$ cat config.mk
export PLATFORM = sky130hd
export DESIGN_NAME = result_serializer
export DESIGN_NICKNAME = d
export VERILOG_FILES = /design/src/rtl/result_serializer_pkg.sv /design/src/rtl/result_serializer_sig_misr.sv /design/src/rtl/result_serializer.sv
export SDC_FILE = /design/constraint.sdc
export NUM_CORES = 1
export LEC_CHECK = 0
export ABC_AREA = 1
export CELL_PAD_IN_SITES_DETAIL_PLACEMENT = 1
export CELL_PAD_IN_SITES_GLOBAL_PLACEMENT = 1
export CORE_MARGIN = 2
export CORE_UTILIZATION = 38
export DETAILED_ROUTE_END_ITERATION = 16
export PLACE_DENSITY = 0.78
export SLEW_MARGIN = 5
export SYNTH_ARGS = -nofsm -noshare
export SYNTH_HDL_FRONTEND = slang
export SYNTH_HIERARCHICAL = 1
export SYNTH_SLANG_ARGS = --single-unit
$ cat constraint.sdc
create_clock -name clk -period 2.7 [get_ports clk]
set_input_delay 0.54 -clock clk [delete_from_list [all_inputs] [get_ports clk]]
set_output_delay 0.54 -clock clk [all_outputs]
set_load 0.02 [all_outputs]
$ cat src/rtl/result_serializer_pkg.sv
// result_serializer_pkg
// Shared constants and types for the result serializer and its optional
// signature register (enabled with RESULT_SERIALIZER_MISR_EN).
//   WIDTH_DEFAULT : number of compressor result columns per word
//   CNT_W         : width of the beat counter
//   state_e       : serializer FSM states
//   MISR_POLY     : feedback polynomial of the signature register
package result_serializer_pkg;

    localparam int WIDTH_DEFAULT = 53;
    localparam int CNT_W         = 6;

    localparam logic [15:0] MISR_POLY = 16'h1021;

    typedef enum logic [0:0] {
        IDLE  = 1'b0,
        SHIFT = 1'b1
    } state_e;

    // Index of the final beat of a word for a given column count.
    function automatic logic [CNT_W-1:0] last_index(input int width);
        return CNT_W'(width - 1);
    endfunction

endpackage

$ cat src/rtl/result_serializer_sig_misr.sv
// sig_misr
// Running multiple-input signature register fed one serial bit per beat.
// Only instantiated when RESULT_SERIALIZER_MISR_EN is defined.
//   clk, rst : clock, asynchronous active-high reset
//   en       : a beat is being accepted this cycle
//   din      : serial bit being accepted
//   sig      : current signature value
module sig_misr
    import result_serializer_pkg::*;
#(
    parameter int SIG_W = 16
) (
    input  logic             clk,
    input  logic             rst,
    input  logic             en,
    input  logic             din,
    output logic [SIG_W-1:0] sig
);

    localparam logic [SIG_W-1:0] POLY = SIG_W'(MISR_POLY);

    logic [SIG_W-1:0] sig_q;
    logic [SIG_W-1:0] sig_d;
    logic [SIG_W-1:0] fb_s;

    // Shift left, fold in the polynomial when the old MSB was set, xor in the new bit.
    always_comb begin
        fb_s  = {SIG_W{1'b0}};
        sig_d = sig_q;
        if (sig_q[SIG_W-1]) begin
            fb_s = POLY;
        end else begin
            fb_s = {SIG_W{1'b0}};
        end
        if (en) begin
            sig_d = {sig_q[SIG_W-2:0], 1'b0} ^ fb_s ^ {{(SIG_W-1){1'b0}}, din};
        end else begin
            sig_d = sig_q;
        end
    end

    // Signature register.
    always_ff @(posedge clk or posedge rst) begin
        if (rst) begin
            sig_q <= {SIG_W{1'b0}};
        end else begin
            sig_q <= sig_d;
        end
    end

    assign sig = sig_q;

endmodule

$ cat src/rtl/result_serializer.sv
// result_serializer
// Captures a WIDTH-column compressor result word and shifts it out one bit
// per accepted beat, column 0 first, with valid/ready handshakes on both
// sides. Words stream gap-free when a new word is offered as the last beat
// of the current one is accepted. Optional MISR signature of all emitted
// beats is compiled in with RESULT_SERIALIZER_MISR_EN.
//   clk, rst     : clock, asynchronous active-high reset
//   src0..src52  : result columns, column k has weight 2^k
//   in_valid     : src columns hold a word to capture
//   in_ready     : a word can be accepted this cycle
//   dout         : serial result bit
//   dout_valid   : dout carries a valid bit
//   dout_last    : dout is column WIDTH-1
//   out_ready    : consumer accepts dout this cycle
//   sig          : running signature (RESULT_SERIALIZER_MISR_EN only)
module result_serializer
    import result_serializer_pkg::*;
#(
    parameter int WIDTH = WIDTH_DEFAULT,
    parameter int SIG_W = 16
) (
    input  logic clk,
    input  logic rst,
    input  logic src0,  input  logic src1,  input  logic src2,  input  logic src3,
    input  logic src4,  input  logic src5,  input  logic src6,  input  logic src7,
    input  logic src8,  input  logic src9,  input  logic src10, input  logic src11,
    input  logic src12, input  logic src13, input  logic src14, input  logic src15,
    input  logic src16, input  logic src17, input  logic src18, input  logic src19,
    input  logic src20, input  logic src21, input  logic src22, input  logic src23,
    input  logic src24, input  logic src25, input  logic src26, input  logic src27,
    input  logic src28, input  logic src29, input  logic src30, input  logic src31,
    input  logic src32, input  logic src33, input  logic src34, input  logic src35,
    input  logic src36, input  logic src37, input  logic src38, input  logic src39,
    input  logic src40, input  logic src41, input  logic src42, input  logic src43,
    input  logic src44, input  logic src45, input  logic src46, input  logic src47,
    input  logic src48, input  logic src49, input  logic src50, input  logic src51,
    input  logic src52,
    input  logic in_valid,
    output logic in_ready,
    output logic dout,
    output logic dout_valid,
    output logic dout_last,
    input  logic out_ready
`ifdef RESULT_SERIALIZER_MISR_EN
    ,
    output logic [SIG_W-1:0] sig
`endif
);

    localparam logic [CNT_W-1:0] LAST_IDX = last_index(WIDTH);

    logic [WIDTH-1:0] src_word_s;

    state_e           state_q,      state_d;
    logic [CNT_W-1:0] cnt_q,        cnt_d;
    logic [WIDTH-1:0] cap_q,        cap_d;
    logic             dout_q,       dout_d;
    logic             dout_valid_q, dout_valid_d;
    logic             dout_last_q,  dout_last_d;
    logic             ready_en_q;

    logic             in_ready_s;
    logic             accept_s;
    logic             beat_s;
    logic [CNT_W-1:0] cnt_inc_s;

    assign src_word_s = {src52, src51, src50, src49, src48, src47, src46, src45,
                         src44, src43, src42, src41, src40, src39, src38, src37,
                         src36, src35, src34, src33, src32, src31, src30, src29,
                         src28, src27, src26, src25, src24, src23, src22, src21,
                         src20, src19, src18, src17, src16, src15, src14, src13,
                         src12, src11, src10, src9,  src8,  src7,  src6,  src5,
                         src4,  src3,  src2,  src1,  src0};

    // Input side is ready when idle, or when the final beat leaves this cycle.
    // ready_en_q keeps it low until the first edge after reset.
    always_comb begin
        in_ready_s = 1'b0;
        if (!ready_en_q) begin
            in_ready_s = 1'b0;
        end else if (state_q == IDLE) begin
            in_ready_s = 1'b1;
        end else begin
            in_ready_s = dout_last_q & out_ready;
        end
    end

    assign accept_s  = in_valid & in_ready_s;
    assign beat_s    = dout_valid_q & out_ready;
    assign cnt_inc_s = cnt_q + CNT_W'(1);

    // Next-state and registered-output logic for the IDLE/SHIFT machine.
    always_comb begin
        state_d      = state_q;
        cnt_d        = cnt_q;
        cap_d        = cap_q;
        dout_d       = dout_q;
        dout_valid_d = dout_valid_q;
        dout_last_d  = dout_last_q;
        case (state_q)
            IDLE: begin
                if (accept_s) begin
                    state_d      = SHIFT;
                    cnt_d        = {CNT_W{1'b0}};
                    cap_d        = src_word_s;
                    dout_d       = src_word_s[0];
                    dout_valid_d = 1'b1;
                    dout_last_d  = (LAST_IDX == {CNT_W{1'b0}});
                end else begin
                    dout_d       = 1'b0;
                    dout_valid_d = 1'b0;
                    dout_last_d  = 1'b0;
                end
            end
            SHIFT: begin
                if (!beat_s) begin
                    // Consumer stalled: everything holds.
                    state_d = SHIFT;
                end else if (dout_last_q && accept_s) begin
                    // Gap-free reload of the next word.
                    state_d      = SHIFT;
                    cnt_d        = {CNT_W{1'b0}};
                    cap_d        = src_word_s;
                    dout_d       = src_word_s[0];
                    dout_valid_d = 1'b1;
                    dout_last_d  = (LAST_IDX == {CNT_W{1'b0}});
                end else if (dout_last_q) begin
                    state_d      = IDLE;
                    cnt_d        = {CNT_W{1'b0}};
                    dout_d       = 1'b0;
                    dout_valid_d = 1'b0;
                    dout_last_d  = 1'b0;
                end else begin
                    cnt_d        = cnt_inc_s;
                    dout_d       = cap_q[cnt_inc_s];
                    dout_valid_d = 1'b1;
                    dout_last_d  = (cnt_inc_s == LAST_IDX);
                end
            end
            default: begin
                state_d      = IDLE;
                cnt_d        = {CNT_W{1'b0}};
                dout_d       = 1'b0;
                dout_valid_d = 1'b0;
                dout_last_d  = 1'b0;
            end
        endcase
    end

    // State, capture register and serial output flops.
    always_ff @(posedge clk or posedge rst) begin
        if (rst) begin
            state_q      <= IDLE;
            cnt_q        <= {CNT_W{1'b0}};
            cap_q        <= {WIDTH{1'b0}};
            dout_q       <= 1'b0;
            dout_valid_q <= 1'b0;
            dout_last_q  <= 1'b0;
            ready_en_q   <= 1'b0;
        end else begin
            state_q      <= state_d;
            cnt_q        <= cnt_d;
            cap_q        <= cap_d;
            dout_q       <= dout_d;
            dout_valid_q <= dout_valid_d;
            dout_last_q  <= dout_last_d;
            ready_en_q   <= 1'b1;
        end
    end

    assign in_ready   = in_ready_s;
    assign dout       = dout_q;
    assign dout_valid = dout_valid_q;
    assign dout_last  = dout_last_q;

`ifdef RESULT_SERIALIZER_MISR_EN
    sig_misr #(
        .SIG_W (SIG_W)
    ) u_sig_misr (
        .clk (clk),
        .rst (rst),
        .en  (beat_s),
        .din (dout_q),
        .sig (sig)
    );
`endif

endmodule

==> run summary <==
HP Start: cap_q[49]
CTS root buffer: clkbuf_8
Crit path top cell by count: clkdlybuf4s50_1
synth warn: 6
# rows: 33
Synth Instances: 411
Post-CTS Setup Bufs: 0
final net count: 527
Pre-antenna DRT Iters: 4
dominant cell type by area after synthesis: dfrtp_1
dpl cell area: 0.00394 mm2
Worst slew margin: 64.4%
CP Class: primary input to primary output
# H-tree levels: 3
RR Startpoint: cnt_q[0]
wire length per cell: 14.5 um
Total Power: 3.23 mW
source-to-sink clock delay at the later pin of the worst-skew pair: 0.35 ns
Die Height: 96.8 um
Worst Path Required: 2.16 ns
clock skew: 0.00423 ns
critical path's top delay family: buffers and inverters
share of layout cells above drive strength 1: 7.61%
Layout Cells excl Fill: 578
GRT Total Usage: 19.2%
mapped cell area: 0.00327 mm2
Vias: 2,871
peak supply drop: 0.371 mV
Setup crit start kind: primary input
actual slew at the worst max-slew pin: 0.534 ns
antenna-violating nets left: 0
floorplan core area: 0.00830 mm2
final hold vios: 0
IO buf count: 60
Detailed Route WL: 8.39 mm
Crit Path Max Fanout: 3
setup tns final: 0 ns
register area share after synthesis: 48.9%
CTS clk-pin slew, worst paths: 0.07 ns
first-pass GRT wire length: 14.5 mm
final period utilization: 88.4%
hold slack final: 0.494 ns
status: complete, no violations
fmax: 0.419 GHz
number of synthesized flops with an enable pin: 0
count leader, synth: nand2_1
Async SR Flop Fraction: 100%
CTS tree: yes
GPL Wtd Cong: 0.750
# setup viols final: 0
highest-delay cell along the critical path: clkdlybuf4s50_1
register bit total from synthesis: 64
unrepaired setup endpoints after global routing: no
count of cell types in the netlist: 29
CTS resizes: 0
placed cells: 562
buffer and inverter count on the worst path: 2
worst hold path class: flip-flop to flip-flop
Post-CTS Hold Fix Bufs: 0
Synth top area share: 48.9%
Power Density: 783 mW/mm2
# IOs: 61
initial drt markers: 150
chip width: 96.8 um
fin area: 0.00412 mm2
predominant post-synthesis flop cell: dfrtp_1
leakage: 1.92 nW
critical-path cell list: clkdlybuf4s50_1 -> o21ai_1 -> nor2_2 -> clkdlybuf4s50_1
Worst EP arrival: 1.85 ns
Synth top cells by count: nand2_1 (119), dfrtp_1 (64), inv_1 (59)
ant diodes: 0
Synth Net Count: 470
total gr overflow: 0
CP Capture Type: primary output
CTS sink count: 64
Slew Limit Fails: 0
die area: 0.00937 mm2
CP startpoint: out_ready
initial antenna violation count: 0
post-DR vias/cell: 4.97
vias in the first global route: 2,987
Initial Util: 39.4%
TritonCTS buffer count: 9
Post-route DRC: 0
Max stage delay on crit path: 0.62 ns
Clock Path Buffers: 2
Post-DP HPWL: 5.74 mm
Tmin final: 2.39 ns
area grow syn2layout: 26.0%
max cap viols: 0
largest net degree at the start of global routing: 53
synthesized area per cell: 7.96 um2
most area-consuming cells after synthesis: dfrtp_1 (49%), nand2_1 (14%), nand3_1 (7.8%), o21ai_1 (6.9%), inv_1 (6.8%)
-- state kept, by name, summed over array words and instances, names as in the netlist --
| name | count |
|---|---|
| dout_last | 1 |
| cap_q | 53 |
| dout | 1 |
| dout_valid | 1 |
| state_q | 1 |
| cnt_q | 6 |
| ready_en_q | 1 |
-- metal layers --
layer  global-route usage [%]  up-vias  wire [um]
met2                     31.9       51       4140
li1                         -     1406          -
met1                     24.7     1399       3810
met3                     3.97       15        300
met5                        0        -          0
met4                     7.58        0        132
-- cell type report --
cell class,instances,area [um2]
fill,1022,4180
sequential,64,1600
multi-input combinational,262,1280
timing repair buffer,67,691
inverter,64,240
clock buffer,12,135
tap,105,131
clock inverter,4,45.0
-- worst paths after layout --
path                              to  slack [ns]  cells past startpoint
max in group asynchronous    state_q        1.53                      3
min reg2reg                cap_q[49]        0.49                      1
min in group asynchronous  cap_q[29]        0.55                      2
max reg2reg                     dout        0.46                     13
max                         in_ready        0.31                      4
min                        cap_q[49]        0.49                      1
-- stage by stage --
stage               setup WS (ns)  util, %
floorplan                   0.562        -
global placement            0.334     47.5
detailed placement          0.301     47.5
CTS                         0.303     49.7
global route                0.259     49.7
finish                      0.314     49.7
-- power breakdown --
part / internal (mW) / leakage (nW) / switching (mW)
Combinational: 0.497 / 1.21 / 0.836
Sequential: 1.01 / 0.618 / 0.0959
Clock: 0.423 / 0.0941 / 0.369
Total: 1.93 / 1.92 / 1.30
-- placed cells by master, fill, tap and decap left out, types with 3 or more instances in the layout --
master and instances:
inv_1 58, clkinv_2 3, o21ai_1 45, o21ai_0 12, a21oi_1 5, buf_4 4
mux2_1 4, dfrtp_1 64, nand2_1 119, clkdlybuf4s50_1 60, clkbuf_1 3, nand4_1 4
nand3_1 51, buf_12 3, nor2_1 3, inv_2 4, clkbuf_8 9
-- logic make-up (layout without fill, tap and decap cells) --
kind of cell    after synthesis  count (layout)  share of synthesized area [%]
other cells                   1               1                          0.115
simple gates                185             185                           24.4
fa+ha+maj                     2               2                          0.764
compound gates               66              66                           10.4
flops                        64              64                           48.9
buf+inv                      85             147                           12.2
xor+xnor                      3               3                           1.49
mux                           5               5                           1.72
-- worst reg2reg max path, stage by stage, from the launching register on --
cell	delay [ns]
dfrtp_1	0.56
buf_4	0.28
inv_2	0.39
nand2_1	0.12
nand3_1	0.12
nand2_1	0.07
nand2_1	0.06
nand3_1	0.08
nand2_1	0.08
clkinv_1	0.07
nand3_1	0.08
nand3_1	0.08
nand2_1	0.09
a21oi_2	0.05
(Power assumes the default switching activity.)
==> RTL edit (same flow settings) <==
Build with the macro `RESULT_SERIALIZER_MISR_EN` defined.
--- a/src/rtl/result_serializer.sv
+++ b/src/rtl/result_serializer.sv
@@ -15,2 +15,4 @@
 //   sig          : running signature (RESULT_SERIALIZER_MISR_EN only)
+`define RESULT_SERIALIZER_MISR_EN
+
 module result_serializer
Formal check against the unedited RTL (old outputs only; new: sig): equivalent (Yosys induction, for registers that start in step).
==> RTL edit against the unedited design <==
  * Final cell count grew 18%
  * Count of clock-buffer cells in the layout shrank 2
  * Sequential cell count grew 16
  * Wire length grew 15%
  * Worst setup slack lost 93 ps
  * Core utilization shrank 0.88 points
  * Design area grew 20%
  * Hold slack gained 1.1 ps
  * Synthesized area grew 19%
Power is not compared: it rests on default switching activity, and its combinational part moved more than twofold at a synthesized area within 25%.
==> RTL edit: results (changes against the unedited design) <==
Yosys
  • Xor and xnor fraction of the mapped netlist area: 1.056% (-0.44 points)
  • Yosys reg bits: 80 (+25%)
  • Adder-cell share of the synthesized area: 0.6398% (-0.12 points)
  • Mapped Nets: 530 (+13%)
  • Post-synthesis sequential area ratio: 51.18% (+2.3 points)
  • Post-synthesis mux area share: 2.879% (+1.2 points)

Setup path
  • Arr. time, crit path: 1940 ps (+90 ps)
  • Crit Path Max Fanout: 2 (-1)

Place
  • Dpl cells: 667 (+19%)
  • Post-DP Area: 0.004742 sq mm (+20%)

Route
  • Via density: 4.881 (-1.7%)
  • Wl on met1: 4380 microns (+15%)
  • Detailed Route Iter0 Violations: 103 (-31%)
  • Final WL: 9684 microns (+15%)

Final layout
  • Fillcell total: 1218 (+19%)
  • CLK BUF: 10 (-2)
  • Share of cells above drive strength 1: 6.947% (-0.66 points)
  • Area grow syn2layout: 26.49%
  • Register share of the cell area: 40.47% (+1.6 points)
  • Fraction of area in multi-input gates: 29.99% (-1.0 points)
  • Clk cell area share: 4.148% (-0.22 points)

GRT
  • GR Util met3: 2.721% (-1.3 points)
  • Gr usage total: 18.38% (-0.86 points)
  • GR Layer Usage met1: 23.25% (-1.4 points)

Timing
  • Worst Skew: 5.465 ps (+1.237 ps)

Status
  • Result of the run: complete, no violations
[RTL edit: cell count changes after synthesis, moves of 3 or more]
cell      before  now
buf_2          6    9
o21ai_1       45   18
nor2_1         3   10
nor2_2         3    0
buf_4          9    6
inv_1         59   63
nand3_1       51   44
o21ai_0       12   39
mux2_1         4    7
o211ai_1       2    7
dfrtp_1       64   80
nand2_1      119  152
[RTL edit: path summary, 6_finish.rpt]
| check | slack, ps | cells after the start | end | start |
|---|---|---|---|---|
| setup / recovery | 220 | 4 | in_ready | out_ready |
| hold / removal | 490 | 1 | cap_q[52] | cap_q[52] |
| setup reg to reg | 480 | 13 | dout | cnt_q[0] |
| hold reg to reg | 490 | 1 | cap_q[52] | cap_q[52] |
| max in group asynchronous | 1420 | 3 | cap_q[14] | rst |
| min in group asynchronous | 610 | 2 | u_sig_misr/sig[8] | rst |
[RTL edit: critical path, stage by stage]
cell	delay, ps
clkdlybuf4s50_1	480
nor2_1	80
nor3b_4	200
clkdlybuf4s50_1	630
